$ cat src/rtl/spi_mosi_arbiter.sv
// Two-requester round-robin arbiter that frames each granted {address, data}
// pair with spi_cs and shifts it out MSB first on spi_mosi_out.
module spi_mosi_arbiter #(
    parameter int unsigned CS_SETUP = 1,
    parameter int unsigned CS_IDLE  = 2
) (
    input  logic        spi_clk,
    input  logic        reset,
    input  logic        req0,
    input  logic [7:0]  add0,
    input  logic [7:0]  data0,
    output logic        ack0,
    input  logic        req1,
    input  logic [7:0]  add1,
    input  logic [7:0]  data1,
    output logic        ack1,
    output logic        spi_cs,
    output logic        spi_mosi_out,
    output logic        busy,
    output logic        done,
    output logic        grant_id,
    output logic [15:0] frame_cnt
);

    typedef enum logic [2:0] {
        IDLE,
        SETUP,
        ADDR,
        DATA,
        GAP
    } state_e;

    localparam logic [3:0] SETUP_LAST = 4'(CS_SETUP - 1);
    localparam logic [3:0] IDLE_LAST  = 4'(CS_IDLE - 1);

    state_e      state_q, state_d;
    logic [3:0]  cnt_q, cnt_d;
    logic [2:0]  bit_q, bit_d;
    logic [15:0] shift_q, shift_d;
    logic        prio_q, prio_d;
    logic        ack0_q, ack0_d;
    logic        ack1_q, ack1_d;
    logic        cs_q, cs_d;
    logic        mosi_q, mosi_d;
    logic        busy_q, busy_d;
    logic        done_q, done_d;
    logic        grant_q, grant_d;
    logic [15:0] frame_cnt_q, frame_cnt_d;
    logic        win;

    always_comb begin
        state_d     = state_q;
        cnt_d       = cnt_q;
        bit_d       = bit_q;
        shift_d     = shift_q;
        prio_d      = prio_q;
        ack0_d      = 1'b0;
        ack1_d      = 1'b0;
        done_d      = 1'b0;
        cs_d        = cs_q;
        mosi_d      = mosi_q;
        busy_d      = busy_q;
        grant_d     = grant_q;
        frame_cnt_d = frame_cnt_q;
        win         = 1'b0;

        unique case (state_q)
            IDLE: begin
                cs_d   = 1'b1;
                mosi_d = 1'b0;
                busy_d = 1'b0;
                if (req0 || req1) begin
                    // A lone request wins outright; a tie goes to the priority holder.
                    win     = (req0 && req1) ? prio_q : req1;
                    shift_d = win ? {add1, data1} : {add0, data0};
                    ack0_d  = ~win;
                    ack1_d  = win;
                    grant_d = win;
                    prio_d  = ~win;
                    cs_d    = 1'b0;
                    busy_d  = 1'b1;
                    cnt_d   = '0;
                    state_d = SETUP;
                end
            end
            SETUP: begin
                if (cnt_q == SETUP_LAST) begin
                    mosi_d  = shift_q[15];
                    shift_d = {shift_q[14:0], 1'b0};
                    bit_d   = 3'd7;
                    state_d = ADDR;
                end else begin
                    cnt_d = cnt_q + 4'd1;
                end
            end
            ADDR: begin
                mosi_d  = shift_q[15];
                shift_d = {shift_q[14:0], 1'b0};
                if (bit_q == 3'd0) begin
                    bit_d   = 3'd7;
                    state_d = DATA;
                end else begin
                    bit_d = bit_q - 3'd1;
                end
            end
            DATA: begin
                if (bit_q == 3'd0) begin
                    cs_d        = 1'b1;
                    mosi_d      = 1'b0;
                    done_d      = 1'b1;
                    frame_cnt_d = frame_cnt_q + 16'd1;
                    cnt_d       = '0;
                    state_d     = GAP;
                end else begin
                    mosi_d  = shift_q[15];
                    shift_d = {shift_q[14:0], 1'b0};
                    bit_d   = bit_q - 3'd1;
                end
            end
            GAP: begin
                if (cnt_q == IDLE_LAST) begin
                    busy_d  = 1'b0;
                    state_d = IDLE;
                end else begin
                    cnt_d = cnt_q + 4'd1;
                end
            end
            default: begin
                state_d = IDLE;
            end
        endcase
    end

    always_ff @(posedge spi_clk) begin
        if (reset) begin
            state_q     <= IDLE;
            cnt_q       <= '0;
            bit_q       <= '0;
            shift_q     <= '0;
            prio_q      <= 1'b0;
            ack0_q      <= 1'b0;
            ack1_q      <= 1'b0;
            cs_q        <= 1'b1;
            mosi_q      <= 1'b0;
            busy_q      <= 1'b0;
            done_q      <= 1'b0;
            grant_q     <= 1'b0;
            frame_cnt_q <= '0;
        end else begin
            state_q     <= state_d;
            cnt_q       <= cnt_d;
            bit_q       <= bit_d;
            shift_q     <= shift_d;
            prio_q      <= prio_d;
            ack0_q      <= ack0_d;
            ack1_q      <= ack1_d;
            cs_q        <= cs_d;
            mosi_q      <= mosi_d;
            busy_q      <= busy_d;
            done_q      <= done_d;
            grant_q     <= grant_d;
            frame_cnt_q <= frame_cnt_d;
        end
    end

    assign ack0         = ack0_q;
    assign ack1         = ack1_q;
    assign spi_cs       = cs_q;
    assign spi_mosi_out = mosi_q;
    assign busy         = busy_q;
    assign done         = done_q;
    assign grant_id     = grant_q;
    assign frame_cnt    = frame_cnt_q;

endmodule

$ cat config.mk
export PLATFORM = sky130hd
export DESIGN_NAME = spi_mosi_arbiter
export DESIGN_NICKNAME = d
export VERILOG_FILES = /design/src/rtl/spi_mosi_arbiter.sv
export SDC_FILE = /design/constraint.sdc
export NUM_CORES = 1
export LEC_CHECK = 0
export ABC_CLOCK_PERIOD_IN_PS = 6050
export CORE_MARGIN = 1.5
export CORE_UTILIZATION = 56
export CTS_BUF_LIST = sky130_fd_sc_hd__clkbuf_4
export DETAILED_ROUTE_END_ITERATION = 16
export PLACE_DENSITY = 0.88
export SKIP_LAST_GASP = 1
export SLEW_MARGIN = 20
export SYNTH_ARGS = -nofsm -noshare
export SYNTH_HDL_FRONTEND = slang
export SYNTH_SLANG_ARGS = --single-unit
$ cat constraint.sdc
create_clock -name spi_clk -period 6.05 [get_ports spi_clk]
set_input_delay 1.21 -clock spi_clk [delete_from_list [all_inputs] [get_ports spi_clk]]
set_output_delay 1.21 -clock spi_clk [all_outputs]
set_load 0.05 [all_outputs]
==> metrics.cfg <==
[yosys]
yosysSeqAreaShare_pct=39.1
avgSynthCellArea_um2=8.32
synth_edf_count=0
ys_types=48
async_flop_share_pct=0
syn_inst=308
ys_seq_elements=50
synth_nets=350
ys.flop_type=dfxtp_1
netlist_area_mm2=0.00256
yosysWarnings=0

[finish]
n_antenna_cell=0
fin_area_mm2=0.00320
regArea_mm2=0.00100
final_cell_mix=clkdlybuf4s50_1 (58), dfxtp_1 (50), nor2_1 (33)
final_common_cell=clkdlybuf4s50_1
area.growth.synth_to_final_pct=24.9
final_nets=398
fin_util_pct=73.0
multi_input_area_mm2=0.00140
drive_above_1_share_pct=4.48
n_fill_cell=367

[critical_path]
critical-path-max-stage-delay_ps=800
worstPathCellList=clkdlybuf4s50_1, or2_1, nand2b_1, nand3_2, o32ai_1
cp_max_fo=19
critPathCaptureType=register
cp.arrival_ps=3220
r2r_cells=4
rrSetupSlack_ps=3810
r2r_start=state_q[0]$_SDFFE_PP0P_
worstSetupStartpointType=primary input
r2r_end=frame_cnt[13]$_SDFFE_PP0N_
cp_num_buf_inv=1
path_class=primary input to register
path_delay_family=simple AND/OR/NAND/NOR gates
cp_slowest_cell=clkdlybuf4s50_1
critical_path_required_ps=6310

[global_route]
grt_pass1_wl_mm=10.4
antenna_found_initial=0
grt_usage_pct=24.9
grt_start_max_net_pins=37
grt_overflow=0
grt_pass1_vias=2324

[drt]
drc=0
routed.top_layer=met4
wirelength_mm=6.11
first_pass_iters=4
final_antenna_net_count=0
viasPerCell=6.02
m1WireLength_mm=2.81
wl_per_cell_um=14.9
dr_total_vias=2461
drt_iter0_markers=204
wl_met2_mm=2.94
wl_met3_um=318

[cts]
cts_tree=built
numCtsBuffers=5
clk_path_buf_depth=2
hold_buffers=0
post-cts-setup-buffers=0
cts.htree.levels=2
cts.sinks=50
clockRootBuffer=clkbuf_4
insertion_delay_ps=360
cts.repair.resized=0
clkTransAtPathRegs_ps=120

[placement]
place_area_mm2=0.00315
port_buffers=58
hpwl_mm=4.32
place_congestion=0.847

[die]
die_x_um=70.6
die-area_mm2=0.00499
coreArea_mm2=0.00438
rows=24
dieHeight_um=70.6
start_util_pct=58.4
io_pins=59

[power]
ir_drop_v=0.000247
p_sw_share_pct=42.2
power.density_mw_per_mm2=365
p_int_uw=675
p_clk_share_pct=12.7
p_switching_uw=493
power_frac_seq_pct=42.0
pwr-share-comb_pct=45.3
leakagePower_nw=1.19

[worst_hold_path]
hold_depth=2
hp-class=register to register
min_to=shift_q[1]$_SDFFE_PP0P_
min_from=shift_q[1]$_SDFFE_PP0P_

[timing]
maxSlewViolCount=0
min_period_over_period_pct=48.8
setup_viol=0
tns_ps=0
hold_viol_final=0
rsz0062_at_grt=no
clock-skew-final_ps=14.5
fmax_ghz=0.338
max_slew_margin_pct=59.2
period_needed_ps=2950
worstMarginPinSlew_ps=610

[flow_run]
maxCapViolations=0

[run_status]
status=finished, final reports clean

-- worst register-to-register path: cells and delay by family, from the launching register on --
family	cells	cell delay, ps
and+or+nand+nor	3	1390
DFF	1	650
AOI/OAI and AO/OA	1	150
-- metal layers --
layer | vias up | global-route usage (%)
li1 | 1224 | -
met1 | 1157 | 34.4
met2 | 75 | 40.9
met3 | 5 | 4.27
met4 | 0 | 6.50
met5 | - | 0
-- cells in the mapped netlist, types with 2 or more instances --
cell type | number | area, µm²
a31o_2 | 2 | 17.5
and3b_1 | 2 | 17.5
nor4b_1 | 2 | 17.5
a22oi_1 | 2 | 15.0
a211oi_1 | 16 | 120
and3_1 | 17 | 106
nand3_1 | 11 | 55.1
clkbuf_1 | 15 | 56.3
ha_1 | 6 | 75.1
nand3b_1 | 2 | 15.0
nor3_1 | 4 | 20.0
inv_1 | 22 | 82.6
dfxtp_1 | 50 | 1000
nand2b_1 | 4 | 25.0
mux2_2 | 2 | 22.5
and4_1 | 2 | 17.5
nand4_1 | 7 | 43.8
or3_1 | 5 | 31.3
xor2_1 | 6 | 52.6
buf_2 | 4 | 20.0
nor2_1 | 33 | 124
xnor2_1 | 3 | 26.3
o21ai_1 | 2 | 10.0
o32ai_1 | 15 | 131
a311oi_1 | 3 | 26.3
o21ai_0 | 4 | 20.0
nor2b_1 | 3 | 18.8
or4_1 | 4 | 30.0
a21oi_1 | 19 | 95.1
nand2_1 | 15 | 56.3
o31ai_1 | 6 | 45.0
or2_1 | 2 | 12.5
nor3b_1 | 3 | 22.5
-- sequential cells by signal, indices dropped and copies added (netlist names) --
register      cells
grant_id          1
cnt_q             4
spi_mosi_out      1
shift_q          16
spi_cs            1
ack0              1
frame_cnt        16
state_q           3
ack1              1
done              1
prio_q            1
busy              1
bit_q             3
-- logic make-up after synthesis --
logic type	Yosys count	synth area share, %
buffers and inverters	41	6.20
and+or+nand+nor	122	26.1
AOI/OAI and AO/OA	78	21.7
xor gates and xnor gates	9	3.08
muxes	2	0.879
DFF	50	39.1
adders and majority gates	6	2.93
-- through the flow --
stage | hold slack [ps] | setup slack, ps | power (mW) | instances
2_1_floorplan | 434 | 3550 | 0.875 | 308
3_3_place_gp | 442 | 2850 | 0.991 | 401
3_5_place_dp | 450 | 2740 | 1.02 | 401
4_1_cts | 469 | 3120 | 1.17 | 409
5_1_grt | 489 | 2920 | 1.25 | 409
6_report | 468 | 3100 | 1.17 | 409
-- power by group through the flow --
| stage | logic, mW | clock network [mW] | registers [mW] |
|---|---|---|---|
| detailed placement | 0.521 | 0 | 0.496 |
| global route | 0.586 | 0.165 | 0.502 |
| floorplan | 0.369 | 0 | 0.506 |
| global placement | 0.498 | 0 | 0.493 |
| CTS | 0.524 | 0.153 | 0.489 |
| finish | 0.529 | 0.149 | 0.491 |
-- worst max-delay path by stage --
stage	from	endpoint	cells after the start
2_1_floorplan	req1	shift_q[10]$_SDFFE_PP0P_	6
3_3_place_gp	req0	shift_q[0]$_SDFFE_PP0P_	5
3_5_place_dp	req0	shift_q[0]$_SDFFE_PP0P_	5
4_1_cts	req0	shift_q[0]$_SDFFE_PP0P_	5
5_1_grt	req1	shift_q[2]$_SDFFE_PP0P_	5
6_report	req1	shift_q[15]$_SDFFE_PP0P_	5
-- layout make-up --
type	instances	area share (%)
clock buffers	6	1.41
inverters	22	2.58
repair buffers	60	18.6
clock inverters	2	0.274
flip-flops and latches	50	31.3
multi-input cells	217	43.8
well taps	52	2.03
Power figures use the tool's default switching activity.
==> patch: new RTL, same settings <==
Reset style: asynchronous (`reset`), changed in one clocked block.
--- a/src/rtl/spi_mosi_arbiter.sv
+++ b/src/rtl/spi_mosi_arbiter.sv
@@ -133,3 +133,3 @@
 
-    always_ff @(posedge spi_clk) begin
+    always_ff @(posedge spi_clk or posedge reset) begin
         if (reset) begin
Check against the original RTL: differs if reset is asserted again (counterexample within 4 cycles, from zero or initial values and one cycle with reset high); with reset held inactive, the same outputs for 10 cycles.
==> patch against the original RTL <==
Wire length decreased by 6.6%; critical path depth down 1; sequential power grew 11%; power up 28%; area after synthesis rose by 5.5%; final area is 4.5% higher; worst setup slack worse by 360 ps; die area up 5.3%; sequential cell count unchanged.
==> patch: results (changes against the original RTL) <==
Parameter                              Value

Synthesis
  Fraction of registers with async set/reset ... 1.00 (+1.00)
  Top cells by area, synth ... sky130_fd_sc_hd__dfrtp_1 45%, sky130_fd_sc_hd__mux2_4 5.0%, sky130_fd_sc_hd__nor2_1 4.0%
  Most used flip-flop cell after synthesis ... sky130_fd_sc_hd__dfrtp_1
  Top cells by instance count after synthesis ... 49 x sky130_fd_sc_hd__dfrtp_1, 29 x sky130_fd_sc_hd__nor2_1, 21 x sky130_fd_sc_hd__nand3_1
  Number of distinct standard cells referenced by the synthesized netlist ... 48 (unchanged)
  Synth warnings ... 0 (unchanged)
  Sequential share of the synthesized area ... 0.463 (+0.0726)
  Post-Syn Nets ... 314 (-10%)

Placement
  Number of buffers added on ports ... 58 (unchanged)
  Global placement routability congestion ... 0.834 (-1.6%)
  Setup WS pre-CTS ... 2340 ps (-395 ps)
  DP Wirelength ... 4.08 mm (-5.6%)

Clocking
  Buffers inserted by post-CTS timing repair ... 0 (unchanged)
  Clock root buffer ... sky130_fd_sc_hd__clkbuf_4
  Post-cts resize count ... 0 (unchanged)
  Clock-pin slew on the worst setup and hold paths ... 150 ps (+30 ps)
  H-tree depth ... 2 (unchanged)
  Largest buffer count on any clock path ... 2 (unchanged)
  CTS Buf Count ... 5 (unchanged)
  Clock insertion delay at the later pin of the skew report ... 360 ps (about the same)

Worst setup path
  Crit-path max FO ... 21 (+2)
  Top delay family on crit path ... buffers and inverters
  Largest stage delay on the critical path ... 790 ps
  Max stage delay cell, worst path ... sky130_fd_sc_hd__clkdlybuf4s50_1
  Crit path DAT ... 3560 ps (+340 ps)

Pwr
  Leak pwr ... 1.45 nW (+21%)
  Internal power ... 0.000903 W (+34%)
  Max VDD drop ... 0.374 mV (+52%)

Final layout
  Ratio of cells with drive above 1 in the final layout ... 0.0994 (+0.0546)
  Final nets ... 363 (-8.8%)
  Sequential cell area ... 1250 sq um (+25%)
  Filler instances ... 352 (-4.1%)
  Diode count ... 0 (unchanged)

STA
  Transition time at the pin with the least slew margin ... 1060 ps (+449 ps)
  Accumulated negative setup slack ... 0 ps (unchanged)
  Setup clock skew after layout ... 14.6 ps (+0.142 ps)

Routing
  Overall via count from detail_route ... 2180 (-11%)
  Post-DR wirelength/cell ... 15.2 microns (+1.6%)
  Drt first-iter violations ... 151 (-26%)
  Iteration count of the initial detailed-routing pass ... 4 (unchanged)

Global routing
  Initial antenna violation count ... 0 (unchanged)
  Global-route wire length before repair ... 9.49 mm (-8.4%)
  Largest net degree at the start of global routing ... 51 (+38%)
  Via count of the first global-routing pass ... 2127 (-8.5%)
  Overall global routing resource usage ... 0.230 (-0.0196)

Run status
  Run status ... finished, final reports clean

Worst hold path
  Kind of path behind the tightest hold check ... flip-flop to flip-flop
==> patch: cell types whose count changed in the layout (fill, tap and decap cells not counted), sizes merged, moves of 9 or more <==
| cell | change |
|---|---|
| a21oi | -12 |
| o32ai | -15 |
| dfrtp | +49 |
| inv | -10 |
| o21ai | +13 |
| nand3 | +9 |
| a31oi | +15 |
| a211oi | -15 |
| mux2 | +15 |
| dfxtp | -50 |
| and3 | -16 |
==> patch: cells by family (layout without fill, tap and decap cells) <==
kind of cell / after synthesis / count (layout) / share of synthesized area
and+or+nand+nor: 94 / 94 / 0.177
AOI/OAI and AO/OA: 59 / 59 / 0.139
DFF: 50 / 50 / 0.463
buffers and inverters: 29 / 79 / 0.0537
muxes: 18 / 18 / 0.0870
xor gates and xnor gates: 16 / 16 / 0.0519
adders and majority gates: 6 / 6 / 0.0278
==> patch: per-layer routing <==
layer / up-vias / routed length, microns / part of all wire / track usage
li1: 1060 / - / - / -
met1: 1041 / 2570 / 0.45 / 0.309
met2: 75 / 2760 / 0.48 / 0.373
met3: 4 / 340 / 0.060 / 0.0625
met4: 0 / 38 / 0.0067 / 0.0545
met5: - / 0 / 0 / 0
==> patch: power by group through the flow <==
stage               sequential (W)  combinational (W)  clock, W
floorplan                 0.000591           0.000572         0
global placement          0.000545           0.000720         0
detailed placement        0.000547           0.000757         0
CTS                       0.000541           0.000760  0.000200
global route              0.000561           0.000830  0.000214
finish                    0.000544           0.000758  0.000196
==> patch: worst paths after layout <==
path                                            from                        end  slack (ps)  depth (start not counted)
setup / recovery                                req1     shift_q[7]$_DFFE_PP0P_        2730                          4
hold / removal             frame_cnt[15]$_DFFE_PP0P_  frame_cnt[15]$_DFFE_PP0P_         500                          1
setup reg to reg                bit_q[0]$_DFFE_PP0P_     shift_q[7]$_DFFE_PP0P_        3740                          6
hold reg to reg            frame_cnt[15]$_DFFE_PP0P_  frame_cnt[15]$_DFFE_PP0P_         500                          1
max in group asynchronous                      reset  frame_cnt[11]$_DFFE_PP0P_        4250                          2
min in group asynchronous                      reset     shift_q[2]$_DFFE_PP0P_        1290                          2
==> patch: through the flow <==
| stage | std cells | hold slack, ps |
|---|---|---|
| 2_1_floorplan | 272 | 451 |
| 3_3_place_gp | 368 | 456 |
| 3_5_place_dp | 368 | 469 |
| 4_1_cts | 376 | 505 |
| 5_1_grt | 376 | 507 |
| 6_report | 376 | 497 |
==> patch: final cells by class <==
cell class / instances / share of cell area
multi-input cells: 193 / 0.392
flip-flops and latches: 50 / 0.375
repair buffers: 58 / 0.174
well taps: 54 / 0.0202
inverters: 13 / 0.0150
clock buffers: 6 / 0.0135
clock inverters: 2 / 0.0112
